===== src/rtl/spi_slave_if.sv =====
// SPI slave front end: deserialises 10-bit RAM commands from MOSI and serialises
// RAM read data back out on MISO, one bit per clock while slave select is low.
module spi_slave_if #(
  parameter int unsigned DATA_W = 8
) (
  input  logic              i_clk,
  input  logic              i_rst_n,
  input  logic              i_ss_n,
  input  logic              i_mosi,
  output logic              o_miso,
  output logic [DATA_W+1:0] o_rx_data,
  output logic              o_rx_valid,
  input  logic [DATA_W-1:0] i_tx_data,
  input  logic              i_tx_valid
);

  localparam int unsigned RxW    = DATA_W + 2;
  localparam int unsigned CntW   = $clog2(RxW + 1);
  localparam int unsigned TxCntW = $clog2(DATA_W);

  typedef enum logic [2:0] {
    StIdle,
    StChkCmd,
    StWrite,
    StReadAdd,
    StReadData
  } state_e;

  state_e              r_state;
  state_e              w_state_next;
  logic [RxW-1:0]      r_shift;
  logic [CntW-1:0]     r_cnt;
  logic [RxW-1:0]      r_rx_data;
  logic                r_rx_valid;
  logic                r_rd_addr_done;
  logic                r_miso;
  logic [DATA_W-1:0]   r_tx_sr;
  logic [TxCntW-1:0]   r_tx_cnt;
  logic                r_tx_busy;
  logic                r_tx_done;
  logic                w_in_frame;
  logic                w_shifting;
  logic                w_last_bit;
  logic                w_rx_full;
  logic [RxW-1:0]      w_word;

  assign w_in_frame = (r_state == StWrite) || (r_state == StReadAdd) || (r_state == StReadData);
  assign w_rx_full  = (r_cnt == CntW'(RxW));
  assign w_shifting = w_in_frame && !i_ss_n && !w_rx_full;
  assign w_last_bit = w_shifting && (r_cnt == CntW'(RxW - 1));
  assign w_word     = {r_shift[RxW-2:0], i_mosi};

  always_comb begin
    w_state_next = r_state;
    if (i_ss_n) begin
      w_state_next = StIdle;
    end else begin
      unique case (r_state)
        StIdle:   w_state_next = StChkCmd;
        // The route bit is consumed here and never reaches the shift register.
        StChkCmd: begin
          if (!i_mosi)             w_state_next = StWrite;
          else if (r_rd_addr_done) w_state_next = StReadData;
          else                     w_state_next = StReadAdd;
        end
        default:  w_state_next = r_state;
      endcase
    end
  end

  always_ff @(posedge i_clk) begin
    if (!i_rst_n) begin
      r_state        <= StIdle;
      r_shift        <= '0;
      r_cnt          <= '0;
      r_rx_data      <= '0;
      r_rx_valid     <= 1'b0;
      r_rd_addr_done <= 1'b0;
      r_miso         <= 1'b0;
      r_tx_sr        <= '0;
      r_tx_cnt       <= '0;
      r_tx_busy      <= 1'b0;
      r_tx_done      <= 1'b0;
    end else begin
      r_state    <= w_state_next;
      r_rx_valid <= 1'b0;
      if (i_ss_n) begin
        // Abort drops the frame and any read transfer but keeps rd_addr_done.
        r_shift   <= '0;
        r_cnt     <= '0;
        r_miso    <= 1'b0;
        r_tx_busy <= 1'b0;
        r_tx_done <= 1'b0;
      end else begin
        if (w_shifting) begin
          r_shift <= w_word;
          r_cnt   <= r_cnt + CntW'(1);
        end
        if (w_last_bit) begin
          r_rx_data  <= w_word;
          r_rx_valid <= 1'b1;
          if (r_state == StReadAdd) r_rd_addr_done <= 1'b1;
        end
        if (r_state == StReadData && w_rx_full) begin
          if (r_tx_busy) begin
            if (r_tx_cnt != '0) begin
              r_miso   <= r_tx_sr[DATA_W-1];
              r_tx_sr  <= {r_tx_sr[DATA_W-2:0], 1'b0};
              r_tx_cnt <= r_tx_cnt - TxCntW'(1);
            end else begin
              r_miso         <= 1'b0;
              r_tx_busy      <= 1'b0;
              r_tx_done      <= 1'b1;
              r_rd_addr_done <= 1'b0;
            end
          end else if (!r_tx_done && i_tx_valid) begin
            r_miso    <= i_tx_data[DATA_W-1];
            r_tx_sr   <= {i_tx_data[DATA_W-2:0], 1'b0};
            r_tx_cnt  <= TxCntW'(DATA_W - 1);
            r_tx_busy <= 1'b1;
          end
        end
      end
    end
  end

  assign o_miso     = r_miso;
  assign o_rx_data  = r_rx_data;
  assign o_rx_valid = r_rx_valid;

endmodule


===== config.mk =====
export PLATFORM = sky130hd
export DESIGN_NAME = spi_slave_if
export DESIGN_NICKNAME = d
export VERILOG_FILES = /design/src/rtl/spi_slave_if.sv
export SDC_FILE = /design/constraint.sdc
export NUM_CORES = 1
export LEC_CHECK = 0
export BUFFER_PORTS_ARGS = -buffer_cell sky130_fd_sc_hd__buf_4
export CAP_MARGIN = 20
export CORE_UTILIZATION = 50
export DETAILED_ROUTE_END_ITERATION = 6
export GPL_ROUTABILITY_DRIVEN = 0
export PLACE_DENSITY = 0.67
export SLEW_MARGIN = 20
export SYNTH_ARGS = -nofsm -noshare
export SYNTH_HDL_FRONTEND = slang
export SYNTH_SLANG_ARGS = --single-unit

===== constraint.sdc =====
create_clock -name i_clk -period 4.3 [get_ports i_clk]
set_input_delay 0.43 -clock i_clk [delete_from_list [all_inputs] [get_ports i_clk]]
set_output_delay 0.43 -clock i_clk [all_outputs]
set_load 0.05 [all_outputs]

* Yosys cells after proc, flatten, opt, wreduce, memory -nomap -nowiden
Cells that the tools add are included.
** Operators by class
- Mux-type cells :: 21
- Equal/unequal tests :: 7
- $add $sub $neg :: 2
- Bitwise gates (word level) :: 3
- Reduce and logical (&&, ||, !) cells :: 19
** Operators by type and width (number)
- $mux W8 :: 3
- $mux W3 :: 5
- $mux W1 :: 12
- $eq A4 B4 Y1 const B :: 2
- $eq A3 B2 Y1 const B :: 2
- $pmux W3 S2 :: 1
- $logic_and A1 B1 Y1 :: 5
- $add A4 B1 Y4 const B :: 1
- $reduce_and A2 Y1 :: 2
- $reduce_and A4 Y1 :: 1
- $reduce_bool A2 Y1 :: 2
- $eq A3 B1 Y1 const B :: 1
- $eq A3 B3 Y1 const B :: 1
- $logic_not A1 Y1 :: 3
- $logic_not A3 Y1 :: 1
- $not A1 Y1 :: 3
- $reduce_and A3 Y1 :: 1
- $reduce_bool A3 Y1 :: 1
- $sub A3 B1 Y3 const B :: 1
- $logic_or A1 B1 Y1 :: 2
- $ne A2 B1 Y1 const B :: 1
- $reduce_or A2 Y1 :: 1
** Storage, ports and cells
- Word-level logic and storage cells :: 63
- Output and inout bits :: 12
- Bits in registers :: 42

* Longest topological paths before layout
Gate-level depths: netlist of run 1.
- Depth after elaboration :: 10
- Gate-level depth with buffers :: 8
- Depth with buffers taken out :: 6

* Least setup slack after synthesis of run 1
OpenSTA, ideal clock, no wires.
- Path kind :: register to register
- From :: reg r_cnt[0]
- To :: reg r_rx_data[0], in the netlist o_rx_data[0]
- Required time :: 4.172 ns
- Stages on the path, launching flop included :: 7
- Buffers on the path :: 1
- Setup time :: 0.128 ns
- Slack :: 2.484 ns
- Data arrival time :: 1.688 ns
- Clock period less this slack :: 1.816 ns
- Cell sequence :: dfxtp_1 -> inv_1 -> ha_1 -> or4bb_1 -> a211oi_2 -> clkbuf_1 -> o21ai_0
** Between the ends
- Cells in the longest elaborated chain, start to end :: 5
- Elaborated cells between the ends (all ways) :: 6
- Those cells by class :: 2 x eq/ne; 4 x reduce/logical
** Ends and longest elaborated chain
- start: declaration :: RTL line 32 : logic [CntW-1:0] r_cnt;
- start signal: assignment :: RTL line 97 : r_cnt <= r_cnt + CntW'(1);
- $eq A4 B4 Y1 :: RTL line 48 : assign w_rx_full = (r_cnt == CntW'(RxW));
- $logic_not A1 Y1 :: RTL line 49 : assign w_shifting = w_in_frame && !i_ss_n && !w_rx_full;
- $logic_and A1 B1 Y1 :: RTL line 49
- $logic_and A1 B1 Y1 (*) :: RTL line 50 : assign w_last_bit = w_shifting && (r_cnt == CntW'(RxW - 1));
- $reduce_and A2 Y1 (no source line) (*)
- end signal: assignment :: RTL line 100 : r_rx_data <= w_word;
- end: declaration :: RTL line 33 : logic [RxW-1:0] r_rx_data;
Every way passes the cells marked *; elsewhere a longest branch is shown, timed or not.
A chain may end at the register's enable or synchronous reset.

* Final worst setup path of run 1
- From :: reg r_cnt[0]
- To :: reg r_rd_addr_done
** Between the ends
- Cells in the longest elaborated chain, start to end :: 8
- Elaborated cells between the ends (all ways) :: 10
- Those cells by class :: 2 x eq/ne; 4 x mux; 4 x reduce/logical
** Ends and longest elaborated chain
- $eq A4 B4 Y1 :: RTL line 48
- $logic_not A1 Y1 :: RTL line 49
- $logic_and A1 B1 Y1 :: RTL line 49
- $logic_and A1 B1 Y1 :: RTL line 50
- $mux W1 :: RTL line 99 : if (w_last_bit) begin
- $mux W1 :: RTL line 106 : if (r_tx_cnt != '0) begin
- $mux W1 :: RTL line 105 : if (r_tx_busy) begin
- $mux W1 (*) :: RTL line 104 : if (r_state == StReadData && w_rx_full) begin
- end signal: assignment :: RTL line 78 : r_rd_addr_done <= 1'b0;
- end signal: assignment :: RTL line 102 : if (r_state == StReadAdd) r_rd_addr_done <= 1'b1;
- end signal: assignment :: RTL line 114 : r_rd_addr_done <= 1'b0;
- end: declaration :: RTL line 35 : logic r_rd_addr_done;
Marked as above.

==> flow_summary_export.csv, run 1 <==
group,metric,value,unit
grt,grt_start_max_net_pins,27,
worst_setup_path,cp.required,4.60,ns
clock_network,post_cts_hold_buffer_count,0,
placed_design,dp.final_hpwl,2410,um
drt,remaining_drc_errors,0,
sta,hold_viol,0,
drt,route.antenna.remaining_nets,0,
floorplanning,top_level_ports,25,
synthesis,synth.net_count,211,
sta,tightestPinTransition,0.880,ns
sta,final_min_period_over_clock_period,55.9,%
sta,final.setup_skew,0.0108,ns
drt,routed-via-count,1384,
layout,filler_cell_count,299,
synthesis,synth-seq-area-share,45.3,%
grt,initial_antenna_violation_count,0,
layout,utilization,60.2,%
clock_network,cell_at_the_root_of_the_clock_tree,"sky130_fd_sc_hd__clkbuf_4",
min_path,hold_path_class,"in2reg",
sta,fin_setup_tns,0,ns
grt,grt_overflow,0,
drt,avgViaCountPerCell,5.32,
drt,postRouteWirelength,3400,um
synthesis,synth_area_leaders,"sky130_fd_sc_hd__dfxtp_1 45%, sky130_fd_sc_hd__mux2i_1 8.8%, sky130_fd_sc_hd__a21oi_1 3.6%, sky130_fd_sc_hd__nand3_1 3.6%, sky130_fd_sc_hd__ha_1 3.5%",
min_path,hold_end,"r_shift[0]",
floorplanning,initial_core_util,53.1,%
sta,rsz_0062_raised_after_global_routing,"no",
synthesis,post_synth_num_cell_types,38,
floorplanning,placeableCoreArea,3420,um2
clock_network,cts.repair.resized,0,
floorplanning,floorplan.die.width,62.2,um
worst_setup_path,origin_of_the_critical_flop_to_flop_path,"r_cnt[0]",
grt,overall_global_routing_resource_usage,19.4,%
worst_setup_path,cp.arrival,2.70,ns
worst_setup_path,crit_path_end_kind,"flip-flop",
synthesis,synthFlopType,"sky130_fd_sc_hd__dfxtp_1",
clock_network,worst_setup_hold_path_clk_slew,0.12,ns
layout,syn_to_final_growth,13.5,%
floorplanning,row_count,21,
drt,drt-pass1-iter-count,4,
synthesis,synth-edff-count,0,
synthesis,netlist_instances,193,
floorplanning,die-height,62.2,um
layout,drive_above_1_share,21.0,%
synthesis,synthesis.area_per_instance,9.39,um2
worst_setup_path,crit_fanout,22,
worst_setup_path,worstReg2RegEnd,"r_rd_addr_done",
worst_setup_path,reg2regPathDepth,6,
worst_setup_path,r2r_slack,1.90,ns
synthesis,ys_async_rst_share,0,%
clock_network,cts.repair_timing.setup_buffer_count,0,
power,p_leak,0.720,nW
worst_setup_path,worst_setup_start_kind,"flip-flop",
synthesis,synth.yosys.warnings,0,
sta,fmax,416,MHz
synthesis,synth-seq-cells,41,
synthesis,syn_area,1810,um2
floorplanning,die-area,3870,um2
power,ir_worst_vdd,0.144,mV
job,max_cap_violations,0,
drt,initial_detailed_routing_violation_count,71,
clock_network,cts_num_sinks,41,
grt,grt_pass1_vias,1364,
clock_network,cts-root-to-sink-buffers,2,
layout,num-nets-final,231,
synthesis,synth_top_area_cell,"sky130_fd_sc_hd__dfxtp_1",
clock_network,clock_latency,0.35,ns
synthesis,synth.top_cell.area_share,45.3,%
drt,detail_route.wl_per_cell,13.1,um
layout,diodes,0,
sta,max-slew-margin-rel,41.1,%
outcome,run_status,"completed",
clock_network,cts_tree,"yes",
clock_network,cts_inserted_buffers,5,
clock_network,ctsHtreeMaxLevel,2,
sta,setup-violations-final,0,
min_path,holdCritStartpoint,"i_mosi",
power,p_per_cell_area,293,nW/um2
placed_design,io_buffers,24,
grt,grt_pass1_wl,5940,um
worst_setup_path,critPathKind,"reg2reg",
sta,timing.final.max_slew_violations,0,
min_path,min_path_cells,3,
sta,finalWorstPathRequiredPeriod,2.40,ns
-- worst max-delay path, stage by stage (launching register included) --
cell and delay (ns):
sky130_fd_sc_hd__dfxtp_1 0.44, sky130_fd_sc_hd__inv_1 0.07, sky130_fd_sc_hd__ha_1 0.21, sky130_fd_sc_hd__or4bb_1 0.53, sky130_fd_sc_hd__a211oi_4 0.66, sky130_fd_sc_hd__and3_1 0.26
sky130_fd_sc_hd__o221a_2 0.17
-- layout by cell type, fill, tap and decap left out, types with 3 or more instances in the layout --
cell,count
sky130_fd_sc_hd__clkbuf_4,5
sky130_fd_sc_hd__nor2_1,16
sky130_fd_sc_hd__inv_1,8
sky130_fd_sc_hd__nand3_1,13
sky130_fd_sc_hd__ha_1,5
sky130_fd_sc_hd__a21oi_1,13
sky130_fd_sc_hd__nand2b_1,4
sky130_fd_sc_hd__a211oi_1,8
sky130_fd_sc_hd__nor2b_1,3
sky130_fd_sc_hd__and2_1,3
sky130_fd_sc_hd__o21ai_0,11
sky130_fd_sc_hd__mux2i_1,16
sky130_fd_sc_hd__dfxtp_1,41
sky130_fd_sc_hd__buf_4,26
sky130_fd_sc_hd__nand2_1,11
-- per-stage QoR --
| stage | cells | setup WS [ns] | instance area (um2) | hold WS, ns | power (mW) |
|---|---|---|---|---|---|
| floorplan | 193 | 2.48 | 1810 | 0.434 | 0.409 |
| global placement | 252 | 1.76 | 1990 | 0.450 | 0.421 |
| detailed placement | 252 | 1.61 | 1990 | 0.455 | 0.422 |
| CTS | 260 | 1.57 | 2050 | 0.343 | 0.610 |
| global route | 260 | 1.70 | 2060 | 0.366 | 0.631 |
| finish | 260 | 1.90 | 2060 | 0.373 | 0.602 |
-- state kept, by name, indices dropped and copies added (netlist names) --
register and count:
o_miso 1, r_cnt 4, r_tx_done 1, o_rx_valid 1, r_state 3, r_shift 9
r_tx_cnt 3, o_rx_data 10, r_tx_busy 1, r_rd_addr_done 1, r_tx_sr 7
-- area by class of cell --
class	count	area (um2)	share of cell area (%)
clock inverters	3	17.5	0.852
repair buffers	26	195	9.49
well taps	46	57.6	2.80
inverters	8	30.0	1.46
clock buffers	5	37.5	1.82
multi-input cells	131	898	43.7
flip-flops and latches	41	821	39.9
-- cells by family (layout without fill, tap and decap cells) --
kind of cell | count (synthesis) | in the layout | share of synthesized area (%)
AO/OA/AOI/OAI | 46 | 46 | 17.9
buffers and inverters | 21 | 42 | 5.59
XOR/XNOR | 2 | 2 | 0.966
multiplexers | 16 | 16 | 8.83
flip-flops | 41 | 41 | 45.3
adder cells (fa/ha/maj) | 5 | 5 | 3.45
AND/OR/NAND/NOR | 62 | 62 | 18.0
-- power breakdown --
group	leakage, nW	switching, mW	internal (mW)
sequential	0.330	0.00148	0.381
clock	0.0310	0.127	0.0617
combinational	0.358	0.0176	0.0135
-- cell usage after synthesis (2+ instances only) --
cell / number
sky130_fd_sc_hd__dfxtp_1: 41
sky130_fd_sc_hd__buf_4: 2
sky130_fd_sc_hd__o31ai_1: 2
sky130_fd_sc_hd__a21bo_2: 2
sky130_fd_sc_hd__ha_1: 5
sky130_fd_sc_hd__nor2b_1: 3
sky130_fd_sc_hd__xnor2_1: 2
sky130_fd_sc_hd__a311oi_1: 2
sky130_fd_sc_hd__nor2_1: 16
sky130_fd_sc_hd__buf_2: 3
sky130_fd_sc_hd__a211oi_1: 8
sky130_fd_sc_hd__mux2i_1: 16
sky130_fd_sc_hd__nand4_1: 2
sky130_fd_sc_hd__a21oi_1: 13
sky130_fd_sc_hd__nand3_1: 13
sky130_fd_sc_hd__o21ai_0: 11
sky130_fd_sc_hd__inv_1: 8
sky130_fd_sc_hd__clkbuf_1: 7
sky130_fd_sc_hd__and3_1: 2
sky130_fd_sc_hd__nand2_1: 11
sky130_fd_sc_hd__and2_1: 3
sky130_fd_sc_hd__a211oi_2: 2
sky130_fd_sc_hd__nand2b_1: 4
-- layer usage --
metal / GRT usage, % / part of all wire, %
met5: 0 / 0
met4: 6.98 / 1.5
met3: 5.51 / 3.4
met2: 35.0 / 50
met1: 21.4 / 45
-- worst max path at each step --
stage	start	end	slack, ns	depth (start not counted)
floorplan	r_cnt[0]	o_rx_data[0]	2.48	6
global placement	r_cnt[0]	r_rd_addr_done	1.76	6
detailed placement	r_cnt[0]	r_rd_addr_done	1.61	6
CTS	r_cnt[0]	r_rd_addr_done	1.57	6
global route	r_cnt[0]	r_rd_addr_done	1.70	6
finish	r_cnt[0]	r_rd_addr_done	1.90	6
(Power assumes the default switching activity.)
==> run 2: changes to the inputs <==
Settings changed: ABC_AREA set to 1, PLACE_DENSITY 0.67 to 0.69.
Clock period 4.3 ns to 2.2 ns, I/O delays scaled along.
==> flow_summary_export.csv, run 2 <==
group,metric,value,unit
outcome,run_status,"completed",
layout,layout.cells.most_common,"sky130_fd_sc_hd__nand2_1",
synthesis,syn_area,1930,um2
floorplanning,initial_core_util,52.4,%
grt,grt_overflow,0,
drt,remaining_drc_errors,0,
sta,tightestPinTransition,0.482,ns
job,max_cap_violations,0,
layout,num-nets-final,321,
synthesis,netlist_instances,280,
worst_setup_path,crit_fanout,16,
worst_setup_path,crit_path_end_kind,"flip-flop",
synthesis,synth_area_leaders,"sky130_fd_sc_hd__dfxtp_1 42%, sky130_fd_sc_hd__nand2_1 15%, sky130_fd_sc_hd__nor2_1 7.4%, sky130_fd_sc_hd__inv_1 6.0%, sky130_fd_sc_hd__a21oi_1 6.0%",
sta,max-slew-margin-rel,67.9,%
worst_setup_path,cp.required,2.39,ns
clock_network,cell_at_the_root_of_the_clock_tree,"sky130_fd_sc_hd__clkbuf_8",
floorplanning,placeableCoreArea,3690,um2
grt,initial_antenna_violation_count,0,
clock_network,cts.repair_timing.setup_buffer_count,0,
min_path,hold_path_class,"in2reg",
clock_network,clock_latency,0.29,ns
synthesis,yosysMostFrequentCell,"sky130_fd_sc_hd__nand2_1",
synthesis,synthAdderAreaFrac,3.24,%
floorplanning,top_level_ports,25,
sta,fmax,608,MHz
clock_network,cts-root-to-sink-buffers,2,
synthesis,largest_family_of_logic_cells_by_synthesized_area,"simple AND/OR/NAND/NOR gates",
floorplanning,die-height,64.2,um
power,p_leak,0.949,nW
floorplanning,die-area,4120,um2
drt,route.antenna.remaining_nets,0,
grt,overall_global_routing_resource_usage,20.7,%
layout,drive_above_1_share,15.8,%
synthesis,synth-seq-cells,41,
grt,grt_start_max_net_pins,18,
sta,timing.final.max_slew_violations,0,
layout,seqCellArea,821,um2
synthesis,synth_xor_xnor_area_share,0.453,%
synthesis,netlist_top_cells_count,"79 x sky130_fd_sc_hd__nand2_1, 41 x sky130_fd_sc_hd__dfxtp_1, 38 x sky130_fd_sc_hd__nor2_1",
drt,postRouteWirelength,3900,um
sta,final.setup_skew,0.00479,ns
grt,grt_pass1_wl,6670,um
layout,filler_cell_count,359,
worst_setup_path,critPathSlowestCell,"sky130_fd_sc_hd__dfxtp_1",
layout,multi_input_area,915,um2
floorplanning,floorplan.die.width,64.2,um
worst_setup_path,cp_slowest_stage_delay,0.42,ns
synthesis,synth-edff-count,0,
clock_network,cts_tree,"yes",
layout,diodes,0,
sta,setup-violations-final,0,
sta,finalWorstPathRequiredPeriod,1.64,ns
clock_network,cts.repair.resized,0,
synthesis,synthesis.area_per_instance,6.90,um2
clock_network,post_cts_hold_buffer_count,0,
clock_network,ctsHtreeMaxLevel,2,
placed_design,dp_cells,344,
worst_setup_path,worst_setup_start_kind,"flip-flop",
synthesis,ys_async_rst_share,0,%
worst_setup_path,cp.arrival,1.83,ns
drt,initial_detailed_routing_violation_count,93,
placed_design,dp.final_hpwl,2750,um
layout,largest_reg_flops,10,
layout,syn_to_final_growth,16.6,%
synthesis,synth-compound-area-share,8.80,%
drt,avgViaCountPerCell,4.95,
placed_design,io_buffers,24,
floorplanning,row_count,22,
synthesis,synth.net_count,298,
drt,detail_route.wl_per_cell,11.1,um
clock_network,cts_inserted_buffers,5,
sta,rsz_0062_raised_after_global_routing,"no",
power,p_per_cell_area,638,nW/um2
drt,routed-via-count,1742,
sta,fin_setup_tns,0,ns
synthesis,post_synth_num_cell_types,22,
synthesis,synth-seq-area-share,42.5,%
drt,drt-pass1-iter-count,4,
sta,hold_viol,0,
synthesis,synth.top_cell.area_share,42.5,%
clock_network,worst_setup_hold_path_clk_slew,0.08,ns
synthesis,synth.yosys.warnings,0,
synthesis,synthFlopType,"sky130_fd_sc_hd__dfxtp_1",
power,power,1.44,mW
synthesis,synth_top_area_cell,"sky130_fd_sc_hd__dfxtp_1",
power,ir_worst_vdd,0.520,mV
layout,stdcell_count,352,
synthesis,synth.area.mux_share,0,%
sta,final_min_period_over_clock_period,74.7,%
grt,grt_pass1_vias,1568,
layout,final_cell_mix,"79 x sky130_fd_sc_hd__nand2_1, 41 x sky130_fd_sc_hd__dfxtp_1, 38 x sky130_fd_sc_hd__nor2_1",
worst_setup_path,critical_path_cell_list,"inv_1 -> ha_1 -> nand3_2 -> inv_2 -> nor2_4 -> nand2_4 -> inv_2 -> nand2_1 -> nand2_1 -> nor2_1",
worst_setup_path,critPathKind,"reg2reg",
clock_network,cts_num_sinks,41,
synthesis,yosys.area_share.simple,34.8,%
run 2: cell count changes after synthesis, moves of 4 or more:
cell	delta
sky130_fd_sc_hd__clkbuf_1	-7
sky130_fd_sc_hd__buf_2	+5
sky130_fd_sc_hd__nor2_1	+22
sky130_fd_sc_hd__a21oi_1	+10
sky130_fd_sc_hd__a211oi_1	-8
sky130_fd_sc_hd__nand2b_1	-4
sky130_fd_sc_hd__inv_1	+23
sky130_fd_sc_hd__inv_2	+5
sky130_fd_sc_hd__nand3_1	-4
sky130_fd_sc_hd__mux2i_1	-16
sky130_fd_sc_hd__nand2_1	+68
sky130_fd_sc_hd__nand4_1	+15
run 2: metal layers:
layer	vias to the layer above	part of all wire, %	GRT usage [%]	routed length, um
met5	-	0	0	0
met4	0	0.92	7.78	36
met3	4	3.2	3.75	126
met2	33	48	37.1	1870
met1	777	48	24.3	1870
li1	928	-	-	-
run 2: area by class of cell:
class	instances	share of cell area [%]
Multi-Input combinational cell	192	40.6
Sequential cell	41	36.4
Timing Repair Buffer	27	8.99
Inverter	36	6.00
Clock buffer	6	3.66
Tap cell	48	2.67
Clock inverter	2	1.67
run 2: worst paths after layout:
path / cells past startpoint / to / slack, ns / start
hold / removal: 3 / r_shift[0] / 0.22 / i_mosi
setup / recovery: 10 / r_cnt[1] / 0.56 / r_cnt[0]
hold reg to reg: 2 / r_tx_sr[6] / 0.47 / r_tx_sr[6]
setup reg to reg: 10 / r_cnt[1] / 0.56 / r_cnt[0]
run 2: where the power goes:
group	leakage (nW)	total (mW)	internal, mW	switching [mW]
logic	0.561	0.0647	0.0261	0.0386
registers	0.330	0.747	0.744	0.00358
clock network	0.0574	0.627	0.369	0.258
run 2: cells by family (layout without fill, tap and decap cells):
family	count (synthesis)	count (layout)
flip-flops	41	41
buffers and inverters	47	71
AND/OR/NAND/NOR	152	152
adder cells (fa/ha/maj)	5	5
XOR/XNOR	1	1
AO/OA/AOI/OAI	34	34
run 2: worst max-delay path, delay by kind of cell, from the launching register on:
kind	cells	cell delay, ns
adder cells (fa/ha/maj)	1	0.22
buffers and inverters	3	0.35
AND/OR/NAND/NOR	6	0.56
flip-flops	1	0.42
run 2: stage by stage:
stage / setup slack [ns] / utilization [%] / area, um2 / hold slack [ns]
global route: 0.315 / 61.1 / 2250 / 0.225
CTS: 0.564 / 61.1 / 2250 / 0.214
finish: 0.556 / 61.1 / 2250 / 0.219
global placement: 0.615 / 57.8 / 2130 / 0.451
detailed placement: 0.580 / 57.8 / 2130 / 0.458
floorplan: 0.765 / - / 1930 / 0.358
==> run 3: changes to the inputs <==
Clock period 2.2 ns to 1.4 ns, I/O delays scaled along.
==> flow_summary_export.csv, run 3 (same netlist as run 2, synthesis figures left out) <==
group,metric,value,unit
worst_setup_path,cp.required,1.60,ns
drt,route.antenna.remaining_nets,0,
clock_network,cts_inserted_buffers,5,
placed_design,preCtsSetupSlack,-0.00435,ns
min_path,hold_end,"r_shift[0]",
sta,timing.final.max_slew_violations,0,
power,internal_power,1.74,mW
layout,drive_above_1_share,23.2,%
clock_network,ctsHtreeMaxLevel,2,
layout,largest_reg_flops,10,
drt,avgViaCountPerCell,4.94,
power,proportion_of_power_drawn_by_combinational_gates,5.3,%
grt,grt_pass1_vias,1587,
layout,final_cell_mix,"78 x sky130_fd_sc_hd__nand2_1, 41 x sky130_fd_sc_hd__buf_4, 38 x sky130_fd_sc_hd__nor2_1, 38 x sky130_fd_sc_hd__dfxtp_1, 29 x sky130_fd_sc_hd__inv_1",
layout,multi_input_area,958,um2
clock_network,worst_setup_hold_path_clk_slew,0.08,ns
worst_setup_path,worst-path-buf-inv,3,
outcome,run_status,"completed",
power,p_per_cell_area,901,nW/um2
worst_setup_path,r2r_slack,0.10,ns
power,sw_frac_of_total,21.1,%
sta,finalWorstPathRequiredPeriod,1.30,ns
clock_network,clock_latency,0.29,ns
worst_setup_path,critical_path_cell_list,"inv_2 -> ha_4 -> nand3_4 -> inv_2 -> nor2_4 -> nand2_4 -> buf_6 -> nor3_1",
grt,grt_overflow,0,
worst_setup_path,critical_path.top_delay_family,"simple AND/OR/NAND/NOR gates",
power,net-switching-power,0.466,mW
worst_setup_path,worstReg2RegEnd,"o_rx_valid",
grt,overall_global_routing_resource_usage,21.2,%
power,clkPwrFrac,41.4,%
floorplanning,floorplan.die.width,64.2,um
drt,remaining_drc_errors,0,
drt,routed-via-count,1834,
clock_network,cts_num_sinks,41,
power,ir_worst_vdd,0.580,mV
worst_setup_path,critPathSlowestCell,"sky130_fd_sc_hd__dfxtp_2",
worst_setup_path,cp.arrival,1.50,ns
clock_network,cts-root-to-sink-buffers,2,
placed_design,io_buffers,24,
worst_setup_path,crit_fanout,8,
sta,final.setup_skew,0.00366,ns
layout,filler_cell_count,327,
min_path,hold_path_class,"in2reg",
worst_setup_path,cp_slowest_stage_delay,0.34,ns
floorplanning,placeableCoreArea,3690,um2
power,p_leak,1.05,nW
layout,num-nets-final,341,
floorplanning,die-area,4120,um2
sta,hold-worst-slack,0.143,ns
sta,tightestPinTransition,0.471,ns
sta,rsz_0062_raised_after_global_routing,"no",
job,max_cap_violations,0,
sta,final_min_period_over_clock_period,92.6,%
layout,seqCellArea,825,um2
worst_setup_path,crit_path_end_kind,"flip-flop",
layout,layout.cells.most_common,"sky130_fd_sc_hd__nand2_1",
grt,initial_antenna_violation_count,0,
floorplanning,row_count,22,
sta,fmax,771,MHz
floorplanning,top_level_ports,25,
drt,drt-pass1-iter-count,6,
clock_network,cell_at_the_root_of_the_clock_tree,"sky130_fd_sc_hd__clkbuf_8",
drt,postRouteWirelength,4150,um
sta,max-slew-margin-rel,68.6,%
layout,syn_to_final_growth,26.7,%
sta,hold_viol,0,
placed_design,dp.final_hpwl,2910,um
floorplanning,initial_core_util,52.4,%
worst_setup_path,critPathKind,"reg2reg",
worst_setup_path,origin_of_the_critical_flop_to_flop_path,"r_cnt[0]",
clock_network,cts_tree,"yes",
drt,detail_route.wl_per_cell,11.2,um
worst_setup_path,reg2regPathDepth,8,
drt,initial_detailed_routing_violation_count,101,
clock_network,post_cts_hold_buffer_count,0,
sta,finalWorstSetupSlack,0.104,ns
sta,setup-violations-final,0,
power,share_seq_of_total_power,53.2,%
min_path,holdCritStartpoint,"i_mosi",
floorplanning,die-height,64.2,um
layout,diodes,0,
worst_setup_path,critPathMostFrequentCell,"sky130_fd_sc_hd__inv_2",
min_path,min_path_cells,3,
grt,grt_start_max_net_pins,17,
grt,grt_pass1_wl,6820,um
worst_setup_path,worst_setup_start_kind,"flip-flop",
==> run 3: layer usage <==
| metal | vias to the layer above | wire (um) | track usage (%) |
|---|---|---|---|
| met1 | 825 | 1920 | 26.2 |
| met3 | 7 | 145 | 3.75 |
| met2 | 30 | 2020 | 36.3 |
| met4 | 0 | 63 | 8.33 |
| met5 | - | 0 | 0 |
| li1 | 972 | - | - |
==> run 3: timing repair <==
item                       in CTS  in global routing
setup endpoints to repair      12                 36
cloned                          0                  1
hold endpoints to repair        0                  0
gates resized for setup         1                 18
setup buffers                   0                  1
pin swaps                       1                  6
==> run 3: worst max path at each step <==
stage / start / end / depth (start not counted)
CTS: r_cnt[0] / o_rx_data[3] / 9
detailed placement: r_cnt[0] / o_rx_data[3] / 9
global route: r_tx_cnt[1] / r_tx_cnt[0] / 10
floorplan: r_cnt[0] / r_tx_cnt[0] / 8
finish: r_cnt[0] / o_rx_valid / 8
global placement: r_cnt[0] / o_rx_valid / 8
==> run 3: worst min-delay path, cell delays in order <==
cell                      delay (ns)
sky130_fd_sc_hd__buf_4          0.13
sky130_fd_sc_hd__nand2_1        0.06
sky130_fd_sc_hd__a21oi_1        0.05
==> run 3: per-stage QoR <==
stage	instance area, um2	TNS [ns]	util [%]	power, mW	std cells
2_1_floorplan	1930	0	-	1.26	280
3_3_place_gp	2270	0	61.5	1.31	362
3_5_place_dp	2270	-0.00435	61.5	1.31	362
4_1_cts	2380	0	64.4	2.21	369
5_1_grt	2450	0	66.4	2.28	371
6_report	2450	0	66.4	2.20	371
==> run 3: area by class of cell <==
| type | count | share of cell area [%] |
|---|---|---|
| Multi-Input combinational cell | 193 | 39.1 |
| Inverter | 36 | 5.62 |
| Tap cell | 48 | 2.45 |
| Timing Repair Buffer | 46 | 14.9 |
| Sequential cell | 41 | 33.7 |
| Clock buffer | 5 | 2.81 |
| Clock inverter | 2 | 1.43 |
==> run 3: power groups by stage <==
stage | logic, mW | clock network (mW) | registers [mW]
2_1_floorplan | 0.0614 | 0 | 1.20
3_3_place_gp | 0.111 | 0 | 1.20
3_5_place_dp | 0.112 | 0 | 1.20
4_1_cts | 0.114 | 0.922 | 1.17
5_1_grt | 0.130 | 0.974 | 1.17
6_report | 0.118 | 0.913 | 1.17
